--- src/rtl/sync_fifo_unit.sv ---
// Single-clock FIFO with registered read data and a one-cycle read-valid strobe.
// Used as the UART TX/RX byte buffers; consumers see popped data one edge after read_en.
module sync_fifo_unit #(
    parameter int DEPTH = 32,
    parameter int WIDTH = 8
) (
    input  logic             clk,
    input  logic             rst,
    input  logic             fifo_write_en,
    input  logic [WIDTH-1:0] fifo_write_data,
    input  logic             fifo_read_en,
    output logic             fifo_full,
    output logic             fifo_empty,
    output logic             fifo_out_valid,
    output logic [WIDTH-1:0] fifo_output
);

    localparam int AW = $clog2(DEPTH);
    localparam logic [AW:0] COUNT_FULL = (AW + 1)'(DEPTH);

    logic [WIDTH-1:0] mem_q [DEPTH];

    logic [AW-1:0]    wptr_q, wptr_d;
    logic [AW-1:0]    rptr_q, rptr_d;
    logic [AW:0]      count_q, count_d;
    logic             out_valid_q, out_valid_d;
    logic [WIDTH-1:0] out_data_q, out_data_d;

    logic wr_accept;
    logic rd_accept;

    // Flags come only from the registered count, so no input reaches an output combinationally.
    assign fifo_full  = (count_q == COUNT_FULL);
    assign fifo_empty = (count_q == '0);

    // A full FIFO drops writes even when a read frees a slot in the same cycle.
    assign wr_accept = fifo_write_en && !fifo_full;
    assign rd_accept = fifo_read_en && !fifo_empty;

    always_comb begin
        wptr_d      = wptr_q;
        rptr_d      = rptr_q;
        count_d     = count_q;
        out_valid_d = 1'b0;
        out_data_d  = out_data_q;

        if (wr_accept) begin
            wptr_d = wptr_q + AW'(1);
        end

        if (rd_accept) begin
            rptr_d      = rptr_q + AW'(1);
            out_valid_d = 1'b1;
            out_data_d  = mem_q[rptr_q];
        end

        unique case ({wr_accept, rd_accept})
            2'b10:   count_d = count_q + (AW + 1)'(1);
            2'b01:   count_d = count_q - (AW + 1)'(1);
            default: count_d = count_q;
        endcase
    end

    // Storage is deliberately left out of reset; the pointers define what is valid.
    always_ff @(posedge clk) begin
        if (wr_accept) begin
            mem_q[wptr_q] <= fifo_write_data;
        end
    end

    always_ff @(posedge clk or negedge rst) begin
        if (!rst) begin
            wptr_q      <= '0;
            rptr_q      <= '0;
            count_q     <= '0;
            out_valid_q <= 1'b0;
            out_data_q  <= '0;
        end else begin
            wptr_q      <= wptr_d;
            rptr_q      <= rptr_d;
            count_q     <= count_d;
            out_valid_q <= out_valid_d;
            out_data_q  <= out_data_d;
        end
    end

    assign fifo_out_valid = out_valid_q;
    assign fifo_output    = out_data_q;

endmodule

--- config.mk ---
export PLATFORM = sky130hd
export DESIGN_NAME = sync_fifo_unit
export DESIGN_NICKNAME = d
export VERILOG_FILES = /design/src/rtl/sync_fifo_unit.sv
export SDC_FILE = /design/constraint.sdc
export NUM_CORES = 1
export LEC_CHECK = 0
export CAP_MARGIN = 30
export CORE_MARGIN = 5
export CORE_UTILIZATION = 31
export DETAILED_ROUTE_END_ITERATION = 8
export GPL_TIMING_DRIVEN = 0
export REMOVE_ABC_BUFFERS = 1
export SETUP_SLACK_MARGIN = 0.02
export SLEW_MARGIN = 20
export SYNTH_ARGS = -nofsm -noshare
export SYNTH_HDL_FRONTEND = slang
export SYNTH_SLANG_ARGS = --single-unit
--- constraint.sdc ---
create_clock -name clk -period 8.1 [get_ports clk]
set_input_delay 0.81 -clock clk [delete_from_list [all_inputs] [get_ports clk]]
set_output_delay 0.81 -clock clk [all_outputs]
set_load 0.05 [all_outputs]
; Word level (Yosys, flattened, before mapping)
; Memories as Yosys holds them, arrays and structs flattened. A register that Yosys moved wholly into a read port is not among the register bits.
; Index checks and enable logic that the tools add are counted.
[word_totals]
mem_count = 1
inputBits = 12
word_cells = 23
reg_bits = 17
ramBits = 256
out_inout_bits = 11
[mem_list]
columns = memory, words, word_bits, rd, rd_clocked_by_memory_dff, wr, line
row1 = mem_q, 32, 8, 1, 1, 1, 21  ; logic [WIDTH-1:0] mem_q [DEPTH];
[classes]
reduce_logical = 7
n_eq_ne = 3
n_mux = 4
addsub = 4
[ops]
columns = operator, count
row1 = case mux 6 bit (2 select lines), 1
row2 = "adder 5 x 1 -> 5 bit, second input constant", 2
row3 = "adder 6 x 1 -> 6 bit, second input constant", 1
row4 = "== test 6 bit, second input constant", 1
row5 = logical NOT 6 bit, 1
row6 = "subtractor 6 x 1 -> 6 bit, second input constant", 1
row7 = logical NOT 1 bit, 3
row8 = two-way mux 1 bit, 3
row9 = "== test 2 x 1 -> 1 bit, second input constant", 1
row10 = "== test 2 bit, second input constant", 1
row11 = logical AND 1 bit, 2
row12 = nonzero test 2 bit, 1

; Depth between registers and ports, before layout
; Gate-level depths: netlist of the first run.
[logic_depth]
ltp_word = 5
ltp_mapped = 13
mapped_depth_nobuf = 12

; Least setup slack after synthesis of the first run
; Ideal clock, no wire load.
[synth_path]
path_kind = flip-flop to flip-flop
from = reg count_q[1]
to = reg count_q[5]
required_time_ps = 8021
stages_incl_launch_ff = 13
slack_ps = 4931
setup_ps = 79
arrival_time_ps = 3090
period_less_slack_ps = 3169
cell_sequence = dfrtp_1 -> nor3_2 -> and3b_1 -> nand2b_1 -> buf_2 -> clkinv_1 -> ha_1 -> ha_1 -> a21o_1 -> a21oi_1 -> or4_1 -> nand3_1 -> xor2_1
[synth_between]
elab_chain_len = 5
[synth_lines]
columns = item, line
row1 = "start, declared", 25  ; logic [AW:0] count_q, count_d;
row2 = "start signal, assigned", 81  ; count_q <= count_d;
row3 = logical NOT 6 bit (*), 34  ; assign fifo_empty = (count_q == '0);
row4 = net fifo_empty, 13  ; output logic fifo_empty,
row5 = logical NOT 1 bit (*), 38  ; assign rd_accept = fifo_read_en && !fifo_empty;
row6 = logical AND 1 bit (*), 38
row7 = == test 2 x 1 -> 1 bit or == test 2 bit (tied branches), 57  ; unique case ({wr_accept, rd_accept})
row8 = case mux 6 bit (2 select lines) or nonzero test 2 bit (tied branches), -
; The timed path passes the listed nets; every way through them passes the cells marked *.
; A chain may end at the register's enable or synchronous reset.

; Worst setup path in the final report of the first run
[layout_path]
from = reg count_q[1]
to = reg count_q[5]
[layout_between]
elab_chain_len = 5
[layout_lines]
columns = item
row1 = branches (longest 5 deep; another with subtractor 6 x 1 -> 6 bit)
; Several ways; the timed one is not identified.

==> metrics.yaml, run 1 <==
floorplanning:
  die_h_um: 200
  die_area_um2: 40100
  rows: 69
  core_area_um2: 35700
  start_util_pct: 31.5
  die_x_um: 200
  io_pins: 23
run_status:
  outcome: "finished clean"
clocking:
  cts_made_buffers: 28
  cts_tree: "built"
  cts_setup_buffers: 0
  cts-root-buf: "clkbuf_16"
  clk_latency_ns: 0.53
  clk_pin_slew_ns: 0.06
  h-tree-depth: 1
  clock_path_buffers: 3
  hold_buffers: 0
  cts_resized: 0
  clock-sinks: 281
grt:
  antenna_found_initial: 0
  first_global_vias: 5763
  overflow: 0
  grt_pass1_wl_mm: 36.3
  grt_start_max_net_pins: 34
  grt_usage_pct: 11.7
sta:
  hold_viol_final: 0
  worst_slew_pin_slew_ns: 0.957
  slew_headroom_pct: 35.9
  min_period_ns: 3.74
  setup_violations: 0
  period_share_pct: 46.2
  rsz0062_at_grt: "false"
  finalSetupTns_ns: 0
  fin_skew_ns: 0.0144
  maxSlewViolCount: 0
  max_freq_ghz: 0.267
critical_path:
  worstSetupPathType: "flip-flop to flip-flop"
  r2r-end: "count_q[5]"
  r2r_slack_ns: 4.36
  endpoint_kind: "flip-flop"
  crit_fanout: 17
  worstPathArrival_ns: 4.19
  timing.rr.start: "count_q[1]"
  ff2ff_path_depth: 11
  cp.required_ns: 8.55
  startpoint_type: "flip-flop"
  crit_path_start: "count_q[1]"
cells_and_area:
  final_cell_area_um2: 12900
  drive_gt1_share_pct: 15.1
  area_growth_pct: 14.7
  nets: 677
  layout.cells.non_filler: 1137
  n_fill_cell: 3300
  diodes: 0
flow_run:
  cap_viol_max_count: 0
routing:
  num_vias: 5710
  drc_errors: 0
  dr.pass1.iters: 5
  wirelength_mm: 23.8
  via_per_inst: 5.02
  drt-initial-drc-count: 520
  wl_per_cell_um: 20.9
  ant_nets: 0
synth:
  syn_avg_cell_area_um2: 18.0
  syn-instance-count: 622
  synth-seq-cells: 281
  synth_edf_count: 256
  yosys_warnings: 0
  netlist-cell-type-count: 52
  yosysSeqAreaShare_pct: 74.1
  synth_area_um2: 11200
  synth_ff_type: "edfxtp_1"
  async_reset_ff_share_pct: 8.90
power:
  pwr_density_cell_nw_per_um2: 343
  power_uw: 4410
  leakage_uw: 0.00420
  ir_worst_vdd_mv: 0.155
place:
  place_congestion: 0.742
  port_buffers: 22
  hpwlAfterDp_mm: 14.7
  placed_cell_area_um2: 11900
  dp_cells: 1081
worst_hold_path:
  hp-class: "primary input to async pin"
[kinds of logic after synthesis]
| kind of cell | Yosys count | share of synthesized area [%] |
|---|---|---|
| xor+xnor | 12 | 0.937 |
| compound gates | 86 | 5.42 |
| flops | 281 | 74.1 |
| mux | 85 | 11.6 |
| buf+inv | 42 | 2.13 |
| fa+ha+maj | 11 | 1.29 |
| simple gates | 105 | 4.51 |
[state kept, by name, indices dropped and copies added, names as in the netlist]
register	cells
fifo_output	8
wptr_q	5
fifo_out_valid	1
count_q	6
mem_q	256
rptr_q	5
[Yosys cell counts, types with 4 or more instances]
cell | count | area, um^2
a211oi_1 | 6 | 45.0
a21oi_1 | 9 | 45.0
a221oi_1 | 6 | 52.6
a22o_1 | 7 | 61.3
a22oi_1 | 14 | 105
a41oi_1 | 7 | 61.3
buf_2 | 10 | 50.1
buf_6 | 4 | 45.0
clkbuf_1 | 9 | 33.8
dfrtp_1 | 25 | 626
edfxtp_1 | 256 | 7690
ha_1 | 10 | 125
inv_1 | 10 | 37.5
mux2i_1 | 49 | 490
mux4_2 | 36 | 811
nand2_1 | 17 | 63.8
nand3_1 | 5 | 25.0
nor2_1 | 52 | 195
nor3_1 | 4 | 20.0
o21ai_0 | 9 | 45.0
o21ai_1 | 7 | 35.0
o22ai_1 | 15 | 93.8
xnor2_1 | 9 | 78.8
[cell type report]
cell class,count,area [um^2],share of cell area (%)
clock inverters,11,103,0.797
repair buffers,33,368,2.86
flip-flops and latches,281,8320,64.7
clock buffers,41,791,6.15
multi-input cells,299,2670,20.7
well taps,461,577,4.48
inverters,11,41.3,0.321
[worst max path at each step]
| stage | end | slack (ns) | cells after the start |
|---|---|---|---|
| 2_1_floorplan | fifo_output[0] | 4.22 | 4 |
| 3_3_place_gp | fifo_output[3] | 2.58 | 5 |
| 3_5_place_dp | count_q[5] | 4.09 | 10 |
| 4_1_cts | count_q[5] | 4.32 | 11 |
| 5_1_grt | count_q[5] | 4.06 | 11 |
| 6_report | count_q[5] | 4.36 | 11 |
[placed cells by master, fill, tap and decap left out, drive strengths merged, types with 4 or more instances in the layout]
| cell type | synthesis | final |
|---|---|---|
| a211oi | 7 | 7 |
| a21oi | 9 | 9 |
| a221oi | 7 | 7 |
| a22o | 7 | 7 |
| a22oi | 14 | 14 |
| a41oi | 7 | 7 |
| buf | 21 | 18 |
| clkbuf | 10 | 41 |
| clkdlybuf4s50 | 0 | 15 |
| clkinv | 1 | 8 |
| dfrtp | 25 | 25 |
| edfxtp | 256 | 256 |
| ha | 10 | 10 |
| inv | 10 | 10 |
| mux2i | 49 | 49 |
| mux4 | 36 | 36 |
| nand2 | 17 | 17 |
| nand3 | 5 | 5 |
| nand3b | 4 | 4 |
| nor2 | 52 | 52 |
| nor3 | 6 | 6 |
| o21ai | 16 | 16 |
| o22ai | 15 | 15 |
| xnor2 | 9 | 9 |
[through the flow]
stage          hold slack [ns]  worst slack [ns]  utilization (%)
2_1_floorplan            0.478              4.22                -
3_3_place_gp             0.510              2.58             33.1
3_5_place_dp             0.513              4.09             33.5
4_1_cts                  0.267              4.32             36.0
5_1_grt                  0.313              4.06             36.1
6_report                 0.275              4.36             36.1
[worst max-delay path, cell delays in order, from the launching register on]
cell	delay, ns
dfrtp_1	0.42
nor3_2	0.27
and3b_1	0.21
nand2b_1	0.64
clkinv_1	0.47
ha_1	0.43
ha_1	0.31
a21o_1	0.10
a21oi_1	0.10
or4_1	0.48
nand3_1	0.11
xor2_1	0.14
[power breakdown]
part | internal (uW) | switching (uW) | total, uW
combinational | 539 | 720 | 1260
clock | 737 | 516 | 1250
sequential | 1730 | 171 | 1900
total | 3000 | 1410 | 4410
[per-layer routing]
metal	GRT usage [%]	vias up	share of wire [%]
met2	18.8	195	47
met5	0	-	0
met4	2.98	0	2.0
met3	1.71	37	6.3
li1	-	2548	-
met1	16.9	2930	44
Power figures use the tool's default switching activity.
==> run 2, diff against run 1 <==
==> constraint.sdc (replaced) <==
create_clock -name clk -period 3.57 [get_ports clk]
set_input_delay 0.357 -clock clk [delete_from_list [all_inputs] [get_ports clk]]
set_output_delay 0.357 -clock clk [all_outputs]
set_load 0.05 [all_outputs]
==> run 2 against run 1 <==
Clock power increased by 130%. Sequential share of layout area is 0.11 points lower. Count of clock-buffer cells in the layout unchanged. Cell count hardly changed. Largest power group unchanged.
==> metrics.yaml, run 2 (synthesis gave the netlist of run 1 again) <==
run_status:
  outcome: "finished clean"
grt:
  use_met3_pct: 1.71
  grt_start_max_net_pins: 34
  gr-usage-met1_pct: 16.9
  overflow: 0
  first_global_vias: 5760
  antenna_found_initial: 0
  grt.busiest_layer: "met2"
  grt_usage_pct: 11.7
  grt_use_met2_pct: 18.8
  grt_pass1_wl_mm: 36.3
critical_path:
  cp.required_ns: 4.02
  worstPathArrival_ns: 3.53
  worstSetupPathType: "flip-flop to flip-flop"
  startpoint_type: "flip-flop"
  r2r-end: "count_q[5]"
  ff2ff_path_depth: 11
  r2r_slack_ns: 0.48
  endpoint_kind: "flip-flop"
  timing.rr.start: "count_q[1]"
  crit_fanout: 17
power:
  power_uw: 10000
  leakage_uw: 0.00421
  pwr_density_cell_nw_per_um2: 776
  ir_worst_vdd_mv: 0.351
clocking:
  cts-root-buf: "clkbuf_16"
  cts_made_buffers: 28
  clk_latency_ns: 0.53
  clk_pin_slew_ns: 0.06
  cts_setup_buffers: 0
  clock-sinks: 281
  cts_tree: "built"
  clock_path_buffers: 3
  h-tree-depth: 1
sta:
  rsz0062_at_grt: "false"
  fin_skew_ns: 0.0148
  maxSlewViolCount: 0
  worst_slew_pin_slew_ns: 0.932
  max_freq_ghz: 0.324
  hold_viol_final: 0
  slew_headroom_pct: 37.6
  min_period_ns: 3.09
  setup_violations: 0
  whs_ns: 0.344
  finalSetupTns_ns: 0
  period_share_pct: 86.4
cells_and_area:
  drive_gt1_share_pct: 15.4
  layout.cells.non_filler: 1138
  diodes: 0
  n_fill_cell: 3301
  largest_reg_flops: 256
  final_common_cell: "edfxtp_1"
  nets: 678
  layout_common_cells: "edfxtp_1, nor2_1, mux2i_1, mux4_2, clkbuf_16"
  largest-register: "mem_q"
  fin_util_pct: 36.1
  area_growth_pct: 14.9
place:
  place_congestion: 0.742
  dp_cells: 1081
  port_buffers: 22
  hpwlAfterDp_mm: 14.7
routing:
  num_vias: 5662
  drc_errors: 0
  drt-initial-drc-count: 484
  wl_per_cell_um: 20.9
  via_per_inst: 4.98
  ant_nets: 0
  wirelength_mm: 23.8
  dr.pass1.iters: 5
flow_run:
  cap_viol_max_count: 0
worst_hold_path:
  hp-class: "primary input to flip-flop"
  hold_end: "mem_q[30][5]"
  min_path_cells: 1
  hp-start: "fifo_write_data[5]"
floorplanning:
  die_h_um: 200
  io_pins: 23
  die_x_um: 200
  start_util_pct: 31.5
  core_area_um2: 35700
  rows: 69
  die_area_um2: 40100
[run 2: cell types whose count changed in the layout (fill, tap and decap cells not counted)]
cell / change
clkinv_1: -1
dlygate4sd3_1: +1
nand2b_4: +1
clkinvlp_4: +1
nand2b_1: -1
[run 2: worst max path at each step]
stage	start	endpoint	slack [ns]	cells after the start
after floorplan	rptr_q[0]	fifo_output[0]	-0.31	4
after global placement	rptr_q[0]	fifo_output[3]	-1.95	5
after detailed placement	count_q[1]	count_q[5]	-0.18	11
after CTS	count_q[1]	count_q[5]	0.18	11
after global routing	count_q[1]	count_q[5]	0.23	11
final	count_q[1]	count_q[5]	0.48	11
[run 2: power by group]
part           switching [uW]  internal, uW
registers                 386          3920
clock network            1170          1670
logic                    1630          1230
[run 2: through the flow]
stage / worst slack, ns / area (um^2)
2_1_floorplan: -0.308 / 11000
3_3_place_gp: -1.95 / 11800
3_5_place_dp: -0.179 / 11900
4_1_cts: 0.185 / 12800
5_1_grt: 0.231 / 12900
6_report: 0.484 / 12900
[run 2: layer usage]
| metal | routed length [um] | share of wire [%] | vias up |
|---|---|---|---|
| met2 | 11200 | 47 | 182 |
| met4 | 484 | 2.0 | 0 |
| met3 | 1390 | 5.9 | 37 |
| met5 | 0 | 0 | - |
| li1 | - | - | 2550 |
| met1 | 10700 | 45 | 2893 |
[run 2: worst max-delay path: stages (launching register included)]
cell,delay (ns)
dfrtp_1,0.42
nor3_2,0.27
and3b_1,0.21
nand2b_4,0.28
clkinvlp_4,0.24
ha_1,0.35
ha_1,0.31
a21o_1,0.10
a21oi_1,0.10
or4_1,0.48
nand3_1,0.11
xor2_1,0.14
[run 2: final cells by class]
type	count	area (um^2)	area share (%)
flip-flops and latches	281	8320	64.6
multi-input cells	299	2670	20.7
clock buffers	41	791	6.14
inverters	11	45.0	0.350
well taps	461	577	4.48
clock inverters	11	103	0.796
repair buffers	34	378	2.93
[run 2: repair_timing]
action | 4_1_cts | 5_1_grt
pin swaps | 0 | 0
endpoints found under the hold margin | 25 | 0
resized for setup | 1 | 2
hold buffers | 1 | 0
endpoints found under the setup margin | 3 | 1
==> run 3, diff against run 2 <==
--- a/config.mk
+++ b/config.mk
@@ -7,11 +7,13 @@
 export LEC_CHECK = 0
 export CAP_MARGIN = 30
 export CORE_MARGIN = 5
-export CORE_UTILIZATION = 31
+export CORE_UTILIZATION = 64
+export CTS_BUF_LIST = sky130_fd_sc_hd__clkbuf_2
 export DETAILED_ROUTE_END_ITERATION = 8
 export GPL_TIMING_DRIVEN = 0
+export PLACE_DENSITY = 0.82
 export REMOVE_ABC_BUFFERS = 1
-export SETUP_SLACK_MARGIN = 0.02
+export SETUP_SLACK_MARGIN = 0.3
 export SLEW_MARGIN = 20
 export SYNTH_ARGS = -nofsm -noshare
 export SYNTH_HDL_FRONTEND = slang
==> run 3 against run 2 <==
Count of clock-buffer cells in the layout is 60 higher. Global-route usage grew 12 points. Non-clock buffer count increased by 2. Register-to-register slack better by 0.17 ns. Combinational power fell by 8.1%. Critical path depth did not move. Die area is 49% lower. Maximum frequency up 5.8%.
==> metrics.yaml, run 3 (synthesis gave the netlist of run 1 again) <==
routing:
  dr.pass1.iters: 5
  wl_per_cell_um: 24.2
  num_vias: 6187
  drt-initial-drc-count: 707
  ant_nets: 0
  via_per_inst: 6.40
  wirelength_mm: 23.4
  drc_errors: 0
sta:
  max_freq_ghz: 0.343
  hold_viol_final: 0
  worst_slew_pin_slew_ns: 0.836
  maxSlewViolCount: 0
  min_period_ns: 2.92
  fin_skew_ns: 0.0392
  slew_headroom_pct: 44.0
  rsz0062_at_grt: "false"
  setup_violations: 0
  period_share_pct: 81.7
power:
  pwr_density_cell_nw_per_um2: 734
  switchingPower_uw: 3210
  p_seq_share_pct: 49.7
  pwr-share-clk_pct: 21.3
  combPwrFrac_pct: 29.0
  intPower_uw: 5830
  leakage_uw: 0.00424
  ir_worst_vdd_mv: 0.577
  switching_share_pct: 35.5
worst_hold_path:
  hp-start: "fifo_write_data[2]"
  min_path_cells: 1
  hold_end: "mem_q[29][2]"
  hp-class: "primary input to flip-flop"
critical_path:
  crit_path_start: "count_q[1]"
  worstSetupPathType: "flip-flop to flip-flop"
  timing.rr.start: "count_q[1]"
  r2r-end: "count_q[5]"
  endpoint_kind: "flip-flop"
  startpoint_type: "flip-flop"
  ff2ff_path_depth: 11
  cp.required_ns: 4.28
  worstPathArrival_ns: 3.63
  r2r_slack_ns: 0.65
  crit_fanout: 9
floorplanning:
  start_util_pct: 65.1
  die_area_um2: 20300
  die_x_um: 142
  rows: 48
  core_area_um2: 17200
  die_h_um: 142
  io_pins: 23
cells_and_area:
  area_growth_pct: 9.74
  layout.cells.non_filler: 966
  largest_reg_flops: 256
  n_fill_cell: 1018
  final_common_cell: "edfxtp_1"
  layout_common_cells: "edfxtp_1, clkbuf_2, nor2_1, mux2i_1, mux4_2"
  largest-register: "mem_q"
  seqCellArea_um2: 8320
  drive_gt1_share_pct: 22.6
  multi_input_area_um2: 2680
  fin_util_pct: 71.4
  nets: 719
run_status:
  outcome: "finished clean"
grt:
  grt_usage_pct: 23.9
  overflow: 0
  grt_pass1_wl_mm: 35.9
  grt_start_max_net_pins: 51
  antenna_found_initial: 1
  first_global_vias: 6352
place:
  place_congestion: 0.873
  hpwlAfterDp_mm: 14.7
  port_buffers: 22
  dp_cells: 846
clocking:
  clk_latency_ns: 0.79
  cts_tree: "built"
  clk_pin_slew_ns: 0.12
  clock_path_buffers: 3
  cts_made_buffers: 67
  clock-sinks: 281
  h-tree-depth: 3
  cts-root-buf: "clkbuf_2"
flow_run:
  cap_viol_max_count: 0
## run 3: cell count changes in the layout (fill, tap and decap cells not counted), sizes merged
cell | before | now
clkbuf | 41 | 101
buf | 18 | 14
clkinvlp | 3 | 0
diode | 0 | 1
clkdlybuf4s50 | 15 | 21
clkinv | 7 | 11
bufinv | 2 | 0
inv | 10 | 12
## run 3: cell type report
class                   instances  share of cell area, %
diodes                          1                 0.0203
clock inverters                12                  0.366
clock buffers                 101                   4.11
inverters                      11                  0.346
flip-flops and latches        281                   67.6
well taps                     225                   2.29
multi-input cells             299                   21.8
repair buffers                 36                   3.51
## run 3: power by group through the flow
stage	sequential [uW]	clock [uW]	combinational [uW]
finish	4490	1920	2620
global route	4540	2130	2800
CTS	4500	1960	2570
detailed placement	4570	0	2550
global placement	4650	0	2440
floorplan	4600	0	1640
## run 3: how the worst max path moves through the flow
| stage | end | cells past startpoint | slack (ns) |
|---|---|---|---|
| after floorplan | fifo_output[0] | 4 | -0.31 |
| after global placement | fifo_output[4] | 5 | -1.69 |
| after detailed placement | count_q[5] | 11 | -0.23 |
| after CTS | count_q[5] | 11 | 0.40 |
| after global routing | count_q[5] | 11 | 0.46 |
| final | count_q[5] | 11 | 0.65 |
## run 3: worst max-delay path: stages, from the launching register on
cell      delay [ns]
dfrtp_1         0.45
nor3_4          0.27
and3b_1         0.21
nand2b_4        0.17
clkinv_2        0.13
ha_1            0.33
ha_1            0.31
a21o_1          0.10
a21oi_1         0.10
or4_1           0.48
nand3_1         0.13
xor2_1          0.15
## run 3: layer usage
metal	vias to the layer above	wire length [um]	GRT usage, %
li1	2661	-	-
met5	-	0	0
met4	0	548	9.20
met1	3130	8960	32.5
met3	46	2300	6.05
met2	350	11600	37.9
## run 3: through the flow
step	instance area [um^2]	total power (uW)	setup TNS (ns)	hold slack [ns]	setup slack, ns
floorplan	11000	6240	-2.37	0.0614	-0.308
global placement	11500	7090	-14.96	0.497	-1.69
detailed placement	11700	7120	-0.254	0.512	-0.233
CTS	12300	9030	0	0.116	0.399
global route	12300	9470	0	0.127	0.462
finish	12300	9040	0	0.163	0.653
## run 3: timing repair
item	4_1_cts	5_1_grt
buffers inserted	0	3
hold endpoints to repair	8	0
setup endpoints to repair	4	1
gates resized for setup	3	1
hold buffers	1	0
